==> src/rtl/barrier_gate_ctrl.sv <==
// ----------------------------------------------------------------------------
// barrier_gate_ctrl
//
// Barrier (talanquera) controller sitting behind the parking payment FSM.
// A rising edge on the open request starts the motor. The gate waits at the
// open limit for a vehicle, confirms it has passed and closes again. Limit
// switches and motor travel time are supervised; any fault is sticky until
// reset.
//
// Optional feature: define CONTADOR_EN to build the vehicle counter
// (contar/conteo). Without it both outputs are tied to zero and the FSM is
// unchanged.
//
// Ports:
//   clk            in   rising-edge system clock
//   reset          in   synchronous, active-low reset
//   talanquera     in   open request; only its rising edge in CERRADA counts
//   sensor         in   lane beam, 0 = vehicle under barrier, 1 = clear
//   lim_abierto    in   open limit switch, 1 = fully open
//   lim_cerrado    in   closed limit switch, 1 = fully closed
//   motor_abrir    out  drive motor in open direction
//   motor_cerrar   out  drive motor in close direction
//   puerta_abierta out  gate is open (ABIERTA or PASO)
//   falla          out  sticky fault flag
//   contar         out  one-cycle pulse per completed vehicle passage
//   conteo         out  vehicles passed since reset, wraps modulo 2^COUNT_W
// ----------------------------------------------------------------------------
module barrier_gate_ctrl #(
    parameter int unsigned TRAVEL_MAX = 64,
    parameter int unsigned PASS_MAX   = 200,
    parameter int unsigned CLEAR_HOLD = 4,
    parameter int unsigned COUNT_W    = 8
) (
    input  logic               clk,
    input  logic               reset,
    input  logic               talanquera,
    input  logic               sensor,
    input  logic               lim_abierto,
    input  logic               lim_cerrado,
    output logic               motor_abrir,
    output logic               motor_cerrar,
    output logic               puerta_abierta,
    output logic               falla,
    output logic               contar,
    output logic [COUNT_W-1:0] conteo
);

    localparam int unsigned TimerMax = (TRAVEL_MAX > PASS_MAX) ? TRAVEL_MAX : PASS_MAX;
    localparam int unsigned TimerW   = (TimerMax > 1) ? $clog2(TimerMax) : 1;
    localparam int unsigned ClrW     = $clog2(CLEAR_HOLD + 1);

    localparam logic [TimerW-1:0] TravelLast = TimerW'(TRAVEL_MAX - 1);
    localparam logic [TimerW-1:0] PassLast   = TimerW'(PASS_MAX - 1);
    localparam logic [ClrW-1:0]   ClrLast    = ClrW'(CLEAR_HOLD - 1);

    typedef enum logic [2:0] {
        StCerrada,
        StAbriendo,
        StAbierta,
        StPaso,
        StCerrando,
        StFalla
    } state_e;

    state_e              state_q, state_d;
    logic [TimerW-1:0]   timer_q, timer_d;
    logic [ClrW-1:0]     clr_q, clr_d;
    logic                req_prev_q;
    logic                req_edge;
    logic                pass_done;

    assign req_edge = talanquera & ~req_prev_q;

    // Next-state logic
    always_comb begin
        state_d   = state_q;
        pass_done = 1'b0;
        // Both limits at once means a broken switch; stop everything.
        if (state_q != StFalla && lim_abierto && lim_cerrado) begin
            state_d = StFalla;
        end else begin
            unique case (state_q)
                StCerrada: begin
                    if (req_edge) state_d = StAbriendo;
                end
                StAbriendo: begin
                    if (lim_abierto)                state_d = StAbierta;
                    else if (timer_q == TravelLast) state_d = StFalla;
                end
                StAbierta: begin
                    if (!sensor)                  state_d = StPaso;
                    else if (timer_q == PassLast) state_d = StCerrando;
                end
                StPaso: begin
                    if (sensor && clr_q == ClrLast) begin
                        state_d   = StCerrando;
                        pass_done = 1'b1;
                    end
                end
                StCerrando: begin
                    // Vehicle under a closing barrier reverses straight to opening.
                    if (!sensor)                    state_d = StAbriendo;
                    else if (lim_cerrado)           state_d = StCerrada;
                    else if (timer_q == TravelLast) state_d = StFalla;
                end
                StFalla: begin
                    state_d = StFalla;
                end
                default: begin
                    state_d = StFalla;
                end
            endcase
        end
    end

    // Shared timer: counts cycles spent in a timed state, clears on any change.
    always_comb begin
        timer_d = '0;
        if (state_d == state_q &&
            (state_q == StAbriendo || state_q == StAbierta || state_q == StCerrando)) begin
            timer_d = timer_q + 1'b1;
        end
    end

    // Consecutive clear-beam cycles while in PASO.
    always_comb begin
        clr_d = '0;
        if (state_q == StPaso && state_d == StPaso && sensor) begin
            clr_d = clr_q + 1'b1;
        end
    end

    always_ff @(posedge clk) begin
        if (!reset) begin
            state_q    <= StCerrada;
            timer_q    <= '0;
            clr_q      <= '0;
            req_prev_q <= 1'b0;
        end else begin
            state_q    <= state_d;
            timer_q    <= timer_d;
            clr_q      <= clr_d;
            req_prev_q <= talanquera;
        end
    end

    // Moore outputs
    always_comb begin
        motor_abrir    = 1'b0;
        motor_cerrar   = 1'b0;
        puerta_abierta = 1'b0;
        falla          = 1'b0;
        unique case (state_q)
            StAbriendo: motor_abrir    = 1'b1;
            StCerrando: motor_cerrar   = 1'b1;
            StAbierta:  puerta_abierta = 1'b1;
            StPaso:     puerta_abierta = 1'b1;
            StFalla:    falla          = 1'b1;
            default:    ;
        endcase
    end

`ifdef CONTADOR_EN
    logic               contar_q, contar_d;
    logic [COUNT_W-1:0] conteo_q, conteo_d;

    always_comb begin
        contar_d = pass_done;
        conteo_d = conteo_q + COUNT_W'(pass_done);
    end

    always_ff @(posedge clk) begin
        if (!reset) begin
            contar_q <= 1'b0;
            conteo_q <= '0;
        end else begin
            contar_q <= contar_d;
            conteo_q <= conteo_d;
        end
    end

    assign contar = contar_q;
    assign conteo = conteo_q;
`else
    logic unused_pass_done;
    assign unused_pass_done = pass_done;
    assign contar = 1'b0;
    assign conteo = '0;
`endif

endmodule

==> config.mk <==
export PLATFORM = sky130hd
export DESIGN_NAME = barrier_gate_ctrl
export DESIGN_NICKNAME = d
export VERILOG_FILES = /design/src/rtl/barrier_gate_ctrl.sv
export SDC_FILE = /design/constraint.sdc
export NUM_CORES = 1
export LEC_CHECK = 0
export BUFFER_PORTS_ARGS = -buffer_cell sky130_fd_sc_hd__buf_2
export CORE_MARGIN = 3
export CORE_UTILIZATION = 53
export DETAILED_ROUTE_END_ITERATION = 12
export HOLD_SLACK_MARGIN = 0.12
export PLACE_DENSITY = 0.77
export RECOVER_POWER = 50
export SLEW_MARGIN = 5
export SYNTH_ARGS = -nofsm -noshare
export SYNTH_HDL_FRONTEND = slang
export SYNTH_SLANG_ARGS = --single-unit
==> constraint.sdc <==
create_clock -name clk -period 2.5 [get_ports clk]
set_input_delay 0.5 -clock clk [delete_from_list [all_inputs] [get_ports clk]]
set_output_delay 0.5 -clock clk [all_outputs]
set_load 0.1 [all_outputs]
==> results.yml, run 1 <==
outcome:
  outcome: "completed"
power_and_ir_drop:
  powerDensity_mw_per_mm2: 548
  ir_worst_vdd_mv: 0.497
  power_leakage_nw: 0.383
sta:
  drv_slew: 0
  hold_violations: 0
  max_freq_ghz: 0.451
  rsz0062_at_grt: "no"
  tns_ps: 0
  clock_skew_ps: 10.1
  tightest_slew_ps: 642
  whs_ps: 425
  relSlewSlack_pct: 56.9
  setup_viol: 0
  min_period_ps: 2220
  fin_crit_sh_pct: 88.7
routing:
  wire_per_inst_um: 12.8
  drt-vias-per-instance: 5.54
  drcViolationCount: 0
  drt_iter0_drc: 8
  detail-route-antenna-nets: 0
  first_pass_iters: 4
  num_vias: 814
  routed_wl_um: 1880
cells_and_area:
  antenna_cells: 0
  final_net_count: 134
  area_growth_pct: 6.08
  fin_area_mm2: 0.00105
  drive_gt1_share_pct: 18.7
  postLayoutCoreUtil_pct: 64.3
synth:
  yosysMostFrequentCell: "dfxtp_1"
  async_flop_share_pct: 0
  synth_area_um2: 987
  synth.top_cell.area_share_pct: 30.4
  ys_seq_elements: 15
  synth.area.top_cells: "dfxtp_1, buf_4, a211oi_1"
  ys.flop_type: "dfxtp_1"
  ys_types: 39
  yosysTopAreaCell: "dfxtp_1"
  syn_inst: 115
  netlist_top_cells_count: "dfxtp_1, nand2_1, buf_4"
  yosysWarnings: 0
  synth-edff-count: 0
  avgSynthCellArea_um2: 8.58
  ys_seq_area_share_pct: 30.4
setup_path:
  required_ps: 2000
  worstPathMaxFanout: 13
  crit_path_end_kind: "output pin"
  worstSetupPathType: "reg2out"
  worst_setup_path_start_kind: "flip-flop"
  crit_arrival_ps: 1720
grt:
  grt_usage_pct: 16.2
  antenna_found_initial: 0
  grt_max_degree: 17
  grt_pass1_vias: 672
  grt.overflow.total: 0
  grt_pass1_wl_um: 2980
clock_tree:
  insertion_delay_ps: 290
  clockBufferDepth: 2
  cts_resized: 0
  clock_sinks: 15
  cts_setup_buffers: 0
  cts_hold_buf: 0
  clk_pin_slew_worst_paths_ps: 90
  htreeDepth: 1
  cts-root-buf: "clkbuf_4"
  numCtsBuffers: 3
  cts_tree: "done"
floorplanning:
  coreArea_mm2: 0.00163
  start_util_pct: 60.6
  die_h_um: 49.2
  dieArea_mm2: 0.00242
  num_io_pins: 19
  rows: 14
  dieWidth_um: 49.2
min_path:
  min_path_type: "in2reg"
place:
  place_congestion: 0.854
  dp_hpwl_um: 1400
  port_buffers: 9
  placed_area_mm2: 0.00102
job:
  drv_cap: 0
where the power goes:
| part | switching [mW] | total, mW | internal [mW] |
|---|---|---|---|
| sequential | 0.0177 | 0.263 | 0.245 |
| clock | 0.0760 | 0.138 | 0.0620 |
| combinational | 0.136 | 0.174 | 0.0375 |
| total | 0.230 | 0.574 | 0.344 |
area by class of cell:
class / count / area, µm²
multi-input combinational: 91 / 628
fill: 147 / 582
sequential: 15 / 300
timing repair buffer: 10 / 51.3
tap: 24 / 30.0
clock buffer: 4 / 26.3
inverter: 3 / 11.3
worst paths after layout:
kind | startpoint | end | slack, ps | cells past startpoint
max reg2reg | state_q[2] | timer_q[0] | 380 | 5
min reg2reg | clr_q[0] | clr_q[0] | 430 | 1
max | state_q[1] | puerta_abierta | 280 | 2
min | talanquera | req_prev_q | 430 | 2
critical path, stage by stage (launching register included):
cell,delay (ps)
dfxtp_1,640
nor2b_2,330
buf_2,470
kinds of logic (layout without fill, tap and decap cells):
family | count (synthesis) | in the layout | share of synthesized area (%)
AOI/OAI and AO/OA | 25 | 25 | 19.3
DFF | 15 | 15 | 30.4
buffers and inverters | 17 | 17 | 10.9
adders and majority gates | 4 | 4 | 5.07
and+or+nand+nor | 46 | 46 | 27.8
xor gates and xnor gates | 7 | 7 | 6.21
other | 1 | 9 | 0.380
state kept, by name, summed over array words and instances, names as in the netlist:
signal      flops
timer_q         8
clr_q           3
state_q         3
req_prev_q      1
placed cells by master (no fill, tap or decap), types with 4 or more instances in the layout:
cell type | Yosys | routed
dfxtp_1 | 15 | 15
nand2_1 | 12 | 12
conb_1 | 1 | 9
a211oi_1 | 7 | 7
buf_2 | 2 | 7
nor2_1 | 6 | 6
a21oi_1 | 6 | 6
xnor2_1 | 6 | 6
nand3_1 | 6 | 6
o21ai_0 | 4 | 4
ha_1 | 4 | 4
per-stage QoR:
stage | power (mW) | cells | setup WS, ps
final | 0.574 | 147 | 281
after global routing | 0.597 | 147 | 226
after CTS | 0.573 | 147 | 300
after detailed placement | 0.440 | 143 | 415
after global placement | 0.437 | 143 | 467
after floorplan | 0.430 | 123 | -19.5
metal layers:
layer  wire length, µm  part of all wire (%)  vias to the layer above  GRT usage [%]
met5                 0                     0                        -              0
li1                  -                     -                      412              -
met4                29                   1.5                        0           7.11
met1               937                    50                      373           21.8
met3               126                   6.7                        4           5.20
met2               791                    42                       25           23.4
(Power assumes the default switching activity.)
==> inputs of run 2 (changes only) <==
Settings changed: ABC_AREA from default to 1, CORE_UTILIZATION 53 to 54, MAX_ROUTING_LAYER from default to met4, PLACE_DENSITY 0.77 to 0.78.
==> run 2 against run 1 <==
  * Die area is 3.3% higher
  * Synthesized cell count increased by 23%
  * Non-clock buffer count decreased by 1
  * Design area up 3.8%
  * Global-route usage grew 0.60 points
  * Cell count increased by 21%
  * Clock power hardly changed
  * Sequential share of layout area decreased by 1.1 points
==> results.yml, run 2 <==
routing:
  drt-vias-per-instance: 4.81
  first_pass_iters: 4
  detail-route-antenna-nets: 0
  num_vias: 857
  wire_per_inst_um: 10.1
  drt_iter0_drc: 19
  drcViolationCount: 0
  routed_wl_um: 1790
setup_path:
  worstSetupPathType: "reg2out"
  reg2reg_to: "timer_q[5]"
  required_ps: 2000
  crit_path_end_kind: "output pin"
  worstPathMaxFanout: 6
  ff2ff_path_depth: 9
  timing.rr.start: "timer_q[0]"
  worstSetupEndpoint: "puerta_abierta"
  crit_path_start: "state_q[1]"
  ff2ff_setup_slack_ps: 530
  worst_setup_path_start_kind: "flip-flop"
  crit_arrival_ps: 1510
synth:
  synth_area_mm2: 0.00104
  ys.flop_type: "dfxtp_1"
  yosysWarnings: 0
  syn_inst: 141
  avgSynthCellArea_um2: 7.40
  async_flop_share_pct: 0
  ys_seq_elements: 15
  synth-edff-count: 0
  yosysTopAreaCell: "dfxtp_1"
  synth.area.top_cells: "dfxtp_1, nand2_1, nor3_2"
  synth.top_cell.area_share_pct: 28.8
  ys_seq_area_share_pct: 28.8
  netlist_top_cells_count: "nand2_1, inv_1, dfxtp_1"
  ys_types: 25
  yosysMostFrequentCell: "nand2_1"
power_and_ir_drop:
  ir_worst_vdd_mv: 0.307
  power_leakage_nw: 0.524
  powerDensity_mw_per_mm2: 532
cells_and_area:
  reg_top3: "timer_q x8, clr_q x3, state_q x3"
  largest_reg_flops: 8
  final_cell_count_no_fill: 178
  seqCellArea_um2: 300
  most-common-layout-cells: "nand2_1, inv_1, dfxtp_1, nor2_1, nand3_1"
  area_growth_pct: 4.20
  drive_gt1_share_pct: 24.2
  layout_commonest_cell: "nand2_1"
  multiInputGateArea_um2: 592
  antenna_cells: 0
  n_fill_cell: 171
  final_net_count: 164
  largest-register: "timer_q"
clock_tree:
  cts-root-buf: "clkbuf_4"
  cts_resized: 0
  insertion_delay_ps: 280
  clock_sinks: 15
  htreeDepth: 1
  cts_setup_buffers: 0
  cts_hold_buf: 0
  cts_tree: "done"
  numCtsBuffers: 3
  clockBufferDepth: 2
  clk_pin_slew_worst_paths_ps: 80
sta:
  tns_ps: 0
  clock_skew_ps: 3.03
  max_freq_ghz: 0.498
  rsz0062_at_grt: "no"
  hold_violations: 0
  min_period_ps: 2010
  drv_slew: 0
  fin_crit_sh_pct: 80.4
  setup_viol: 0
min_path:
  min_path_type: "in2reg"
  holdPathStages: 3
place:
  port_buffers: 9
  dp_hpwl_um: 1390
  place_congestion: 0.938
  post-place-cells: 174
grt:
  grt_pass1_vias: 824
  grt.overflow.total: 0
  grt_usage_pct: 16.8
  grt_pass1_wl_um: 3170
  antenna_found_initial: 0
  grt_max_degree: 11
floorplanning:
  rows: 15
  num_io_pins: 19
  die_h_um: 50.0
  dieArea_mm2: 0.00250
  coreArea_mm2: 0.00178
  start_util_pct: 58.5
  dieWidth_um: 50.0
outcome:
  outcome: "completed"
job:
  drv_cap: 0
run 2: cell count changes in the layout (fill, tap and decap cells not counted), sizes merged, moves of 3 or more:
cell,change
a211oi,-7
a21oi,-3
inv,+22
nand2,+19
nand3,+6
nor2,+12
nor3,+9
nor3b,-3
xnor2,-5
xor2,+4
run 2: layout make-up:
cell class	count	share of cell area, %
Multi-Input combinational cell	100	54.4
Sequential cell	15	27.6
Inverter	25	8.63
Timing Repair Buffer	9	4.03
Tap cell	25	2.88
Clock buffer	4	2.42
run 2: through the flow:
step / utilization (%) / power, mW / cell area (µm²) / worst slack [ps] / hold slack (ps)
after floorplan: - / 0.440 / 1080 / 235 / 399
after global placement: 61.0 / 0.452 / 1090 / 841 / 409
after detailed placement: 61.0 / 0.454 / 1090 / 814 / 414
after CTS: 62.5 / 0.592 / 1110 / 488 / 402
after global routing: 61.0 / 0.608 / 1090 / 350 / 436
final: 61.0 / 0.579 / 1090 / 490 / 411
run 2: kinds of logic (layout without fill, tap and decap cells):
family	after synthesis	in the layout	share of synthesized area, %
buffers and inverters	34	38	15.5
DFF	15	15	28.8
AOI/OAI and AO/OA	7	7	3.72
other	1	9	0.359
and+or+nand+nor	74	74	41.8
adders and majority gates	4	4	4.80
xor gates and xnor gates	6	6	5.04
run 2: routing by layer:
metal,track usage (%),vias up,share of wire [%]
met3,4.53,3,6.0
li1,-,445,-
met1,20.3,377,44
met4,7.83,0,1.2
met5,-,-,0
met2,26.0,32,48
run 2: worst min-delay path by stage:
| stage | startpoint | end | slack (ps) |
|---|---|---|---|
| detailed placement | clr_q[0] | clr_q[0] | 410 |
| global placement | clr_q[0] | clr_q[0] | 410 |
| floorplan | clr_q[0] | clr_q[0] | 400 |
| CTS | talanquera | req_prev_q | 400 |
| global route | talanquera | req_prev_q | 440 |
| finish | talanquera | req_prev_q | 410 |
run 2: critical path, stage by stage, from the launching register on:
cell and delay (ps):
dfxtp_1 520, inv_2 100, nor2_2 150, buf_2 450
run 2: where the power goes:
part | total (mW) | switching [mW] | internal [mW]
sequential | 0.256 | 0.0113 | 0.245
combinational | 0.186 | 0.153 | 0.0330
clock | 0.136 | 0.0741 | 0.0620
total | 0.579 | 0.239 | 0.340
==> inputs of run 3 (changes only) <==
Settings changed: CORE_UTILIZATION 54 to 49, PLACE_DENSITY 0.78 to 0.74.
Clock period 2.5 ns to 1.7 ns, I/O delays scaled along.
==> run 3 against run 2 <==
  * Worst hold slack lost 160 ps
  * Worst setup slack lost 380 ps
  * Total power grew 55%
  * Largest cell class unchanged
  * Clock-buffer cell count shrank 1
  * Sequential power grew 48%
==> results.yml, run 3 (same netlist as run 2, synthesis figures left out) <==
grt:
  antenna_found_initial: 0
  grt_usage_pct: 15.7
  grt_pass1_vias: 757
  grt_pass1_wl_um: 3170
  grt.overflow.total: 0
  grt_max_degree: 11
sta:
  fin_crit_sh_pct: 93.5
  tns_ps: 0
  setup_viol: 0
  max_freq_ghz: 0.629
  rsz0062_at_grt: "no"
  clock_skew_ps: 4.52
  drv_slew: 0
  min_period_ps: 1590
  hold_violations: 0
cells_and_area:
  layout_commonest_cell: "nand2_1"
  most-common-layout-cells: "nand2_1, inv_1, dfxtp_1, nor2_1, conb_1"
  final_net_count: 164
  seqCellArea_um2: 308
  largest-register: "timer_q"
  n_fill_cell: 174
  antenna_cells: 0
  reg_top3: "timer_q x8, clr_q x3, state_q x3"
  area_growth_pct: 13.7
  drive_gt1_share_pct: 30.7
  multiInputGateArea_um2: 636
  fin_area_mm2: 0.00119
  largest_reg_flops: 8
clock_tree:
  clockBufferDepth: 2
  cts_resized: 1
  clock_sinks: 15
  clk_pin_slew_worst_paths_ps: 100
  cts-root-buf: "clkbuf_4"
  cts_tree: "done"
  numCtsBuffers: 3
  insertion_delay_ps: 290
  cts_setup_buffers: 0
  htreeDepth: 1
  cts_hold_buf: 0
setup_path:
  crit_path_end_kind: "output pin"
  max_stage_delay_ps: 380
  worstSetupPathType: "reg2out"
  crit_buf_inv: 2
  worstPathMaxFanout: 7
  ff2ff_setup_slack_ps: 180
  reg2reg_to: "timer_q[1]"
  crit_arrival_ps: 1250
  crit_chain: "nor2_4 > nand2_2 > inv_1 > buf_12"
  crit_slowest_cell: "dfxtp_2"
  required_ps: 1360
  timing.rr.start: "timer_q[0]"
  cp_top_family: "flip-flops"
  worst_setup_path_start_kind: "flip-flop"
  ff2ff_path_depth: 10
floorplanning:
  rows: 16
  die_h_um: 52.1
  dieWidth_um: 52.1
  start_util_pct: 52.7
  dieArea_mm2: 0.00272
  coreArea_mm2: 0.00198
  num_io_pins: 19
min_path:
  worstHoldStart: "talanquera"
  min_to: "req_prev_q"
  holdPathStages: 3
  min_path_type: "in2reg"
place:
  placed_area_mm2: 0.00115
  place_congestion: 0.893
  dp_hpwl_um: 1460
  port_buffers: 9
routing:
  drcViolationCount: 0
  wire_per_inst_um: 9.88
  drt_iter0_drc: 24
  num_vias: 862
  first_pass_iters: 4
  drt-vias-per-instance: 4.79
  detail-route-antenna-nets: 0
  routed_wl_um: 1780
outcome:
  outcome: "completed"
power_and_ir_drop:
  power_leakage_nw: 0.543
  ir_worst_vdd_mv: 0.625
  powerDensity_mw_per_mm2: 754
job:
  drv_cap: 0
[run 3: cell types whose count changed in the layout (fill, tap and decap cells not counted), sizes merged]
cell / delta
clkinv: +1
buf: -1
[run 3: worst register-to-register path, cell delays in order, from the launching register on]
cell     delay [ps]
dfxtp_2         350
ha_1            220
nand2_1          90
nor2_1           50
nand2_1          80
nand2_1          50
nand2_1         100
nand3_2         120
nand2_2         100
nand2_4         100
nor3_2          180
[run 3: layout make-up]
class | count | area share, %
multi-input combinational | 100 | 53.6
sequential | 15 | 25.9
inverter | 25 | 8.33
timing repair buffer | 9 | 6.96
tap | 27 | 2.85
clock buffer | 3 | 1.90
clock inverter | 1 | 0.422
[run 3: power by group]
group / internal (mW) / leakage [nW] / switching [mW]
clock network: 0.0875 / 0.0177 / 0.121
registers: 0.361 / 0.124 / 0.0186
logic: 0.0694 / 0.402 / 0.237
[run 3: how the worst max path moves through the flow]
| stage | cells past startpoint | slack (ps) | from | end |
|---|---|---|---|---|
| detailed placement | 10 | 80 | timer_q[0] | timer_q[2] |
| global placement | 10 | 120 | timer_q[0] | timer_q[2] |
| CTS | 3 | 4 | state_q[0] | falla |
| finish | 4 | 110 | state_q[0] | motor_cerrar |
| global route | 9 | 30 | timer_q[1] | timer_q[5] |
| floorplan | 2 | 2 | state_q[0] | falla |
[run 3: stage by stage]
| stage | power (mW) | hold slack (ps) | cells | setup slack [ps] | utilization, % |
|---|---|---|---|---|---|
| after floorplan | 0.651 | 399 | 149 | 1.60 | - |
| after global placement | 0.689 | 406 | 176 | 121 | 58.1 |
| after detailed placement | 0.692 | 414 | 176 | 75.5 | 58.1 |
| after CTS | 0.903 | 243 | 180 | 4.47 | 59.6 |
| after global routing | 0.937 | 267 | 180 | 27.5 | 59.8 |
| final | 0.895 | 249 | 180 | 110 | 59.8 |
[run 3: per-layer routing]
metal / vias up / wire length, µm / global-route usage [%] / part of all wire (%)
met3: 4 / 76 / 2.01 / 4.3
met4: 0 / 28 / 7.66 / 1.6
met2: 22 / 812 / 22.8 / 46
li1: 446 / - / - / -
met1: 390 / 862 / 21.4 / 48
met5: - / 0 / - / 0
